[src/rtl/trellis_phase_detector.sv]
// Decision-directed carrier phase detector for the SOQPSK/trellis path.
// Cross-product error per symbol, block-averaged over 2^avgExp symbols, saturated to ERR_W bits.
module trellis_phase_detector #(
    parameter int IN_W    = 18,
    parameter int ERR_W   = 8,
    parameter int MAX_EXP = 3
) (
    input  logic                    clk,
    input  logic                    reset,
    input  logic                    symEn,
    input  logic [IN_W-1:0]         iIn,
    input  logic [IN_W-1:0]         qIn,
    input  logic [1:0]              avgExp,
    input  logic                    restart,
    output logic signed [ERR_W-1:0] phaseError,
    output logic                    symEn_phErr
);
    localparam int ACC_W = IN_W + 1 + MAX_EXP;
    localparam int SHIFT = IN_W - ERR_W;
    localparam logic signed [ACC_W-1:0] HALF    = ACC_W'(1 << (SHIFT - 1));
    localparam logic signed [ACC_W-1:0] SAT_MAX = ACC_W'((1 << (ERR_W - 1)) - 1);
    localparam logic signed [ACC_W-1:0] SAT_MIN = -ACC_W'(1 << (ERR_W - 1));

    logic [IN_W-1:0]          iReg, qReg;
    logic                     v1, v2, dump;
    logic signed [IN_W:0]     errReg, errNext;
    logic signed [IN_W:0]     iExt, qExt, qTerm, iTerm;
    logic signed [ACC_W-1:0]  accReg, accSum, avgVal, roundVal;
    logic [MAX_EXP-1:0]       cnt, lastCnt;
    logic [1:0]               expL, expEff;
    logic                     lastSym;
    logic signed [ERR_W-1:0]  satVal;

    // Slicer decisions: sign bit only, so zero is treated as +1.
    always_comb begin
        iExt    = $signed({iReg[IN_W-1], iReg});
        qExt    = $signed({qReg[IN_W-1], qReg});
        qTerm   = iReg[IN_W-1] ? -qExt : qExt;
        iTerm   = qReg[IN_W-1] ? -iExt : iExt;
        errNext = qTerm - iTerm;
    end

    // The first symbol of a block sees the live avgExp; later ones the latched copy.
    always_comb begin
        expEff  = (cnt == '0) ? avgExp : expL;
        lastCnt = MAX_EXP'((1 << expEff) - 1);
        lastSym = (cnt == lastCnt);
        accSum  = ((cnt == '0) ? '0 : accReg) + $signed({{MAX_EXP{errReg[IN_W]}}, errReg});
    end

    always_comb begin
        avgVal   = accReg >>> expL;
        roundVal = (avgVal + HALF) >>> SHIFT;
        if (roundVal > SAT_MAX)
            satVal = SAT_MAX[ERR_W-1:0];
        else if (roundVal < SAT_MIN)
            satVal = SAT_MIN[ERR_W-1:0];
        else
            satVal = roundVal[ERR_W-1:0];
    end

    always_ff @(posedge clk) begin
        if (reset) begin
            iReg        <= '0;
            qReg        <= '0;
            v1          <= 1'b0;
            v2          <= 1'b0;
            errReg      <= '0;
            accReg      <= '0;
            cnt         <= '0;
            expL        <= '0;
            dump        <= 1'b0;
            phaseError  <= '0;
            symEn_phErr <= 1'b0;
        end else begin
            if (symEn) begin
                iReg <= iIn;
                qReg <= qIn;
            end
            v1     <= symEn && !restart;
            v2     <= v1 && !restart;
            errReg <= errNext;

            if (restart) begin
                accReg <= '0;
                cnt    <= '0;
                dump   <= 1'b0;
            end else if (v2) begin
                accReg <= accSum;
                cnt    <= lastSym ? '0 : cnt + MAX_EXP'(1);
                if (cnt == '0)
                    expL <= avgExp;
                dump   <= lastSym;
            end else begin
                dump   <= 1'b0;
            end

            // A dump pending when restart arrives belongs to a discarded block.
            symEn_phErr <= dump && !restart;
            if (dump && !restart)
                phaseError <= satVal;
        end
    end
endmodule

[config.mk]
export PLATFORM = sky130hd
export DESIGN_NAME = trellis_phase_detector
export DESIGN_NICKNAME = d
export VERILOG_FILES = /design/src/rtl/trellis_phase_detector.sv
export SDC_FILE = /design/constraint.sdc
export NUM_CORES = 1
export LEC_CHECK = 0
export CORE_ASPECT_RATIO = 1.75
export CORE_MARGIN = 1.5
export CORE_UTILIZATION = 54
export DETAILED_ROUTE_END_ITERATION = 6
export HOLD_SLACK_MARGIN = 0.08
export PLACE_DENSITY_LB_ADDON = 0.3
export SETUP_SLACK_MARGIN = 0.15
export SYNTH_ARGS = -nofsm -noshare
export SYNTH_HDL_FRONTEND = slang
export SYNTH_SLANG_ARGS = --single-unit
[constraint.sdc]
create_clock -name clk -period 3.5 [get_ports clk]
set_input_delay 0.525 -clock clk [delete_from_list [all_inputs] [get_ports clk]]
set_output_delay 0.525 -clock clk [all_outputs]
set_load 0.05 [all_outputs]
# Yosys cells after proc, flatten, opt, wreduce, memory -nomap -nowiden
# Cells that the tools add are included.
# totals
in_bits,42
register_bits,94
out_inout_bits,9
# classes
add_sub_neg,7
n_bitwise,2
reduce_logical,8
n_mux,7
n_lt_le_gt_ge,2
n_eq_ne,1
shifts,2
# ops
operator,n
$mux 19,2
$neg 18->19,2
$add 22x11->22 const B,1
$add 22x22->22,1
$mux 22,1
$sshr 22x2->22,1
$sub 19x19->19,1
$mux 8,2
$gt 12x8->1 const B,1
$lt 12x8->1 const B,1
$add 3x1->3 const B,1
$eq 3x3->1,1
$logic_and 1x1->1,3
$logic_not 3->1,1
$mux 3,1
$reduce_or 3->1,1
$shl 1x2->3 const A,1
$sub 3x2->3 const B,1
$mux 2,1
$not 1->1,2
$reduce_and 2->1,1
$reduce_or 2->1,1
$logic_not 1->1,1

# Longest topological paths before layout
# depth
word_depth,6
ltp_mapped,16
ltp_nobuf,15

# Worst setup path before layout
# No wires, ideal clock.
# synth_path
path_kind,reg2reg
start,reg qReg[2]
end,reg errReg[17]
stages_incl_launch_ff,14
t_arrival_ps,3499
path_slack_ps,-133
setup_ps,134
synth_period_minus_slack_ps,3633
path_buffers,0
path_cell_list,dfxtp_1 or3_4 or3_4 o21ai_0 xnor2_1 ha_1 a21o_1 a21oi_1 nor2_1 a2111oi_1 a21oi_1 o31a_1 nor4bb_1 or4_1
# synth_via
elab_chain_len,3
# synth_rtl
item,line_no,text
from (decl),24,"logic [IN_W-1:0] iReg, qReg;"
from (signal assigned),78,qReg <= qIn;
$neg 18->19,38,qTerm = iReg[IN_W-1] ? -qExt : qExt;
$mux 19 (*),38,
$sub 19x19->19 (*),40,errNext = qTerm - iTerm;
to (signal assigned),82,errReg <= errNext;
to (decl),26,"logic signed [IN_W:0] errReg, errNext;"
# Every way passes the cells marked *; elsewhere a longest branch is shown, timed or not.
# A chain may end at the register's enable or synchronous reset.

# Final worst setup path
# layout_path
start,reg qReg[4]
end,reg errReg[17]
# Same word-level chain as after synthesis.

==> run_results.csv <==
group,metric,value,unit
outcome,outcome,"finished, violations left",
outcome,failed_checks,"setup timing",
clock_tree,cts-root-to-sink-buffers,2,
power,power.density_cell_area,430,mW/mm^2
sta,timing.final.crit_share,103,%
worst_hold_path,worst_hold_check_path_type,"flip-flop to flip-flop",
synthesis,netlist-cell-type-count,64,
final_layout,multiInputGateArea,0.00449,mm^2
setup_path,critPathCaptureType,"flip-flop",
synthesis,syn_nets,837,
setup_path,cp-startpoint,"qReg[4]",
sta,fmaxAchievable,278,MHz
floorplan,core_region_area,0.0116,mm^2
routing,wirelength_per_cell,15.8,um
power,swShare,31.9,%
setup_path,cp-start-kind,"flip-flop",
setup_path,r2r_start,"qReg[4]",
placement,io_buffer_count,50,
global_route,global_route.overflow_total,0,
clock_tree,cts-root-buf,"sky130_fd_sc_hd__clkbuf_16",
clock_tree,tritoncts.num_buffers,9,
synthesis,ys_async_sr_fraction,0,%
setup_path,timing.critical_path.slowest_cell_delay,430,ps
final_layout,finalInstanceArea,0.00767,mm^2
final_layout,layout.nets,903,
routing,vias_after_detailed_routing,5688,
clock_tree,cts_hold_buf,0,
sta,worst_pin_slew,1050,ps
routing,detail_route.first_pass.iterations,4,
synthesis,synth.largest_area_cell,"sky130_fd_sc_hd__dfxtp_1",
global_route,first_global_vias,5761,
clock_tree,cts_tree,"done",
global_route,pin_count_of_the_biggest_net_entering_global_routing,38,
synthesis,synthTopCellsByArea,"sky130_fd_sc_hd__dfxtp_1 29%, sky130_fd_sc_hd__mux2i_1 9.0%, sky130_fd_sc_hd__ha_1 8.5%, sky130_fd_sc_hd__nor2_1 6.1%, sky130_fd_sc_hd__xnor2_1 5.4%",
synthesis,ys_seq_area_share,29.1,%
global_route,grt_antenna_before_repair,0,
routing,drt-vias-per-instance,5.96,
synthesis,post_synth.cell_area_avg,8.63,um^2
job,drv.max_cap_violation_count,0,
global_route,first_pass_grt_wire_length,25.0,mm
synthesis,synth.top_cell.area_share,29.1,%
power,p_leak,3.20,nW
sta,setup_total_negative_slack,-98.4,ps
setup_path,critical_path.slowest_cell,"sky130_fd_sc_hd__or4_1",
synthesis,postSynthRegisterBits,94,
setup_path,critPathMaxFanout,3,
synthesis,number_of_flops_mapped_to_enable_cells_by_yosys,0,
final_layout,antennaDiodeCount,0,
sta,timing_hold_violations_final,0,
power,power.net_switching,0.00105,W
sta,finalSetupViolations,1,
floorplan,fp.dieH,148,um
setup_path,path_cells,"or3_4 > or3_4 > buf_6 > o21ai_2 > xnor2_1 > ha_1 > a21o_1 > a21oi_1 > nor2_1 > a2111oi_4 > a21oi_2 > o31a_1 > nor4bb_1 > or4_1",
final_layout,area_delta_synth_final,18.8,%
placement,place.detailed.instances,936,
routing,wl,15.0,mm
setup_path,r2r_setup_slack,-100,ps
final_layout,layout.cells.non_filler,954,
floorplan,start_util,55.5,%
placement,gp_congestion,0.871,
global_route,grt_use_total,24.1,%
synthesis,syn_area,0.00646,mm^2
synthesis,synth.most_common_cell,"sky130_fd_sc_hd__nor2_1",
synthesis,synthesis.instances,749,
floorplan,die_ar,0.0127,mm^2
sta,layout_min_cycle_time,3600,ps
clock_tree,clock-sinks,94,
setup_path,critPathRequiredTime,3720,ps
power,vdd_ir_drop_max,0.422,mV
setup_path,worst_ep_arrival_time,3820,ps
power,seqPwrFrac,37.4,%
placement,dpl_cell_area,0.00726,mm^2
setup_path,worst-setup-path-type,"flip-flop to flip-flop",
routing,drcViolationCount,0,
sta,layout_setup_ws,-98.4,ps
routing,ant_nets,0,
final_layout,layout-drive-gt1-share,12.3,%
synthesis,synth_flop_cell,"sky130_fd_sc_hd__dfxtp_1",
sta,unrepaired_setup_endpoints_after_global_routing,"true",
clock_tree,htree_levels,3,
routing,drt_iter0_markers,183,
power,combinationalPowerShare,32.8,%
sta,clock_skew,5.14,ps
sta,finalMaxSlewViolations,0,
final_layout,register_area,0.00188,mm^2
power,power_frac_clock,29.8,%
floorplan,dieWidth,85.7,um
clock_tree,clock_latency,340,ps
final_layout,nFillCells,935,
synthesis,synthesis.yosys.warnings,0,
floorplan,floorplan.rows,52,
placement,post-dp-hpwl,11.5,mm
clock_tree,clk_pin_slew_worst_paths,70,ps
power,internal-power,0.00225,W
sta,worst_relative_slew_slack,30.0,%
synthesis,post_synth_most_frequent_cells,"105 x sky130_fd_sc_hd__nor2_1, 94 x sky130_fd_sc_hd__dfxtp_1, 58 x sky130_fd_sc_hd__mux2i_1",
setup_path,critical_path.most_common_cell,"sky130_fd_sc_hd__or3_4",
worst_hold_path,worst_min_delay_path_startpoint,"v1",
floorplan,io_pins,51,
## cells in the final DEF (no fill, tap or decap), types with 13 or more instances in the layout
master and count:
sky130_fd_sc_hd__mux2i_1 58, sky130_fd_sc_hd__buf_4 36, sky130_fd_sc_hd__dfxtp_1 92, sky130_fd_sc_hd__a21oi_1 29
sky130_fd_sc_hd__clkdlybuf4s50_1 48, sky130_fd_sc_hd__inv_1 17, sky130_fd_sc_hd__a21o_1 13, sky130_fd_sc_hd__and2_1 31
sky130_fd_sc_hd__xnor2_1 40, sky130_fd_sc_hd__xor2_1 32, sky130_fd_sc_hd__nand2_1 53, sky130_fd_sc_hd__nor2_1 105
sky130_fd_sc_hd__ha_1 40, sky130_fd_sc_hd__nand3_1 16, sky130_fd_sc_hd__o21ai_0 27
## path summary, 6_finish.rpt
path | to | cells after the start
worst max-delay path | errReg[17] | 14
worst min-delay path | v2 | 1
worst max register to register | errReg[17] | 14
worst min register to register | v2 | 1
## critical path, delay by kind of cell, from the launching register on
kind	cells	cell delay [ps]
AOI/OAI and AO/OA	6	1230
xor gates and xnor gates	1	140
adders and majority gates	1	270
buffers and inverters	1	130
DFF	1	320
and+or+nand+nor	5	1390
## per-stage QoR
| step | util, % | hold slack [ps] | setup slack [ps] | power [W] |
|---|---|---|---|---|
| 4_1_cts | 65.2 | 446 | 20.4 | 0.00326 |
| 3_5_place_dp | 62.3 | 431 | -46.1 | 0.00225 |
| 3_3_place_gp | 62.3 | 411 | 7.47 | 0.00221 |
| 6_report | 65.9 | 440 | -98.4 | 0.00330 |
| 5_1_grt | 65.9 | 471 | -237 | 0.00350 |
| 2_1_floorplan | - | 406 | 67.4 | 0.00198 |
## metal layers
| metal | up-vias | global-route usage (%) | wire [um] |
|---|---|---|---|
| met3 | 57 | 3.35 | 404 |
| met2 | 132 | 48.3 | 8550 |
| li1 | 2795 | - | - |
| met4 | 0 | 13.5 | 692 |
| met5 | - | 0 | 0 |
| met1 | 2704 | 22.3 | 5390 |
## power groups by stage
stage / clock (W) / sequential, W / combinational, W
detailed placement: 0 / 0.00125 / 0.000999
floorplan: 0 / 0.00123 / 0.000747
finish: 0.000983 / 0.00124 / 0.00108
global route: 0.00105 / 0.00125 / 0.00120
CTS: 0.00100 / 0.00123 / 0.00103
global placement: 0 / 0.00125 / 0.000959
## timing repair
action,4_1_cts,5_1_grt
resized for setup,9,11
pin swaps,6,5
endpoints found under the setup margin,3,13
setup buffers,1,2
## sequential cells by signal, indices dropped and copies added (netlist names)
register	count
accReg	22
cnt	3
dump	1
errReg	19
expL	2
iReg	18
phaseError	8
qReg	18
symEn_phErr	1
v1	1
v2	1
## cell type report
type / instances / share of cell area, %
Timing Repair Buffer: 87 / 10.1
Multi-Input combinational cell: 606 / 58.5
Clock inverter: 5 / 0.783
Clock buffer: 10 / 3.11
Tap cell: 135 / 2.20
Sequential cell: 94 / 24.6
Inverter: 17 / 0.831
## logic make-up (layout without fill, tap and decap cells)
family | Yosys count | count (layout) | share of synthesized area [%]
compound gates | 146 | 146 | 15.6
xor+xnor | 72 | 72 | 9.76
fa+ha+maj | 46 | 46 | 9.14
buf+inv | 49 | 119 | 3.14
flops | 94 | 94 | 29.1
mux | 69 | 69 | 12.6
simple gates | 273 | 273 | 20.5
(Power assumes the default switching activity.)
==> variant, RTL diff (config.mk and constraints unchanged) <==
Set the parameter `MAX_EXP` to 6 (it was 3).
--- a/src/rtl/trellis_phase_detector.sv
+++ b/src/rtl/trellis_phase_detector.sv
@@ -4,5 +4,5 @@
     parameter int IN_W    = 18,
     parameter int ERR_W   = 8,
-    parameter int MAX_EXP = 3
+    parameter int MAX_EXP = 6
 ) (
     input  logic                    clk,
Check against the original RTL: same outputs for any inputs over 4 cycles, from zero or initial values and one cycle with reset high; that may be too few to reach the edited logic, so the function may still have changed.
==> variant against the unedited design <==
The flow still finishes with violations (setup timing). Highest routed layer unchanged. Non-clock buffer count up 56. Synthesized cell count rose by 9.6%. Worst setup slack got worse by 0.29 ns. Count of clock-buffer cells in the layout down 1. Sequential cell count up 6. Final area increased by 15%. Total power up 9.7%. Routed wire length increased by 16%. Global-route usage increased by 2.2 points. Critical path depth unchanged. Critical path type unchanged. Largest cell class unchanged. Final cell count is 17% higher. Largest power group unchanged. Area after synthesis up 7.0%.
==> variant: results (changes against the unedited design) <==
| Metric | Value |
|---|---|
| Outcome | finished with violations |
| Failing checks | setup timing |
| Largest net degree at the start of global routing | 65 (+71%) |
| Slew HR | 30.1% (+0.049 points) |
| DP HPWL | 12700 µm (+11%) |
| Synth async-reset ratio | 0% (unchanged) |
| Max rail drop VDD | 0.000365 V (-14%) |
| # diodes | 0 (unchanged) |
| Initial antenna violation count | 0 (unchanged) |
| Final nets | 1033 (+14%) |
| Worst Hold Path EP | expL[0] |
| Setup_tns | -1.13 ns (-1.04 ns) |
| WL per Instance | 15.7 µm (-0.43%) |
| CP Max Fanout | 2 (-1) |
| Post-placement cell area | 8050 µm² (+11%) |
| Most frequent cells after synthesis | nor2_1, dfxtp_1, nand2_1, mux2i_1 |
| Syn Nets | 912 (+9.0%) |
| Leak | 0.00369 µW (+15%) |
| Pre-CTS WS | -0.353 ns (-0.307 ns) |
| Top Registers | accReg x25, errReg x19 |
| Total track usage | 26.3% (+2.2 points) |
| FF-to-FF path depth | 14 (unchanged) |
| Post-synthesis sequential area ratio | 28.9% (-0.18 points) |
| Worst path max stage delay | 0.52 ns (+0.09 ns) |
| Layout cell share with drive strength beyond 1 | 19.9% (+7.5 points) |
| Worst-skew pair later-pin latency | 0.35 ns |
| Synth unique cells | 70 (+9.4%) |
| Crit-path slowest cell | or4_4 |
| Final setup violation count | 4 (+3) |
| Hold Path Class | input port to flop |
| Top cells by area, synth | dfxtp_1, ha_1, mux2i_1, nor2_1, xnor2_1 |
| Drt first pass iters | 4 (unchanged) |
| Worst r2r dst | errReg[18] |
| Synth Instances | 821 (+9.6%) |
| DR iter-0 viols | 387 (+110%) |
| HP Start | reset |
| Worst r2r src | qReg[2] |
| Final worst setup slack | -0.384 ns (-0.286 ns) |
| Root Buffer | clkbuf_16 |
| Vias in the first global route | 6615 (+15%) |
| Vias/cell | 5.78 (-3.1%) |
| Global-route wire length before repair | 28800 µm (+15%) |
| Final Skew | 0.00635 ns (+0.00121 ns) |
| Buffers on Ports | 50 (unchanged) |
| Placer Congestion | 0.918 (+5.5%) |
| CTS max path bufs | 2 (unchanged) |
| Worst hold stages | 2 (+1) |
| Non-Filler Instances | 1115 (+17%) |
| Hold slack | 0.429 ns (-0.0112 ns) |
==> variant: logic make-up after synthesis <==
logic type               count (synthesis)  synth area share [%]
adder cells (fa/ha/maj)                 49                  9.08
buffers and inverters                   49                  2.84
multiplexers                            66                  11.5
XOR/XNOR                                77                  9.75
AND/OR/NAND/NOR                        315                  21.9
AO/OA/AOI/OAI                          165                  16.0
flip-flops                             100                  28.9
==> variant: where the power goes <==
group / switching [µW] / internal (µW) / leakage [µW]
Clock: 462 / 638 / 0.000159
Combinational: 622 / 601 / 0.00271
Sequential: 68.4 / 1230 / 0.000821
Total: 1150 / 2470 / 0.00369
==> variant: layout make-up <==
class,count,area [µm²]
clock buffers,9,225
clock inverters,7,105
fillers,934,3690
inverters,16,60.1
multi-input cells,672,4970
flip-flops and latches,100,2010
well taps,168,210
repair buffers,143,1230
==> variant: worst max-delay path, delay by kind of cell, from the launching register on <==
family / cells / cell delay, ns
xor gates and xnor gates: 1 / 0.06
and+or+nand+nor: 6 / 2.09
adders and majority gates: 1 / 0.33
AOI/OAI and AO/OA: 6 / 1.03
DFF: 1 / 0.32
==> variant: layer usage <==
layer	GRT usage [%]	routed length [µm]	vias up
li1	-	-	3163
met1	25.2	6280	3068
met2	51.4	10100	156
met3	3.47	433	53
met4	13.5	720	0
met5	0	0	-
==> variant: worst max-delay path by stage <==
| stage | startpoint | to |
|---|---|---|
| floorplan | qReg[2] | errReg[15] |
| global placement | qReg[2] | errReg[18] |
| detailed placement | qReg[2] | errReg[18] |
| CTS | qReg[2] | errReg[18] |
| global route | qReg[2] | errReg[17] |
| finish | qReg[2] | errReg[18] |
==> variant: repair_timing <==
item / 4_1_cts / 5_1_grt
buffers inserted: 19 / 2
cloned: 1 / 0
gates resized for setup: 34 / 24
endpoints found under the setup margin: 15 / 20
pin swaps: 23 / 28
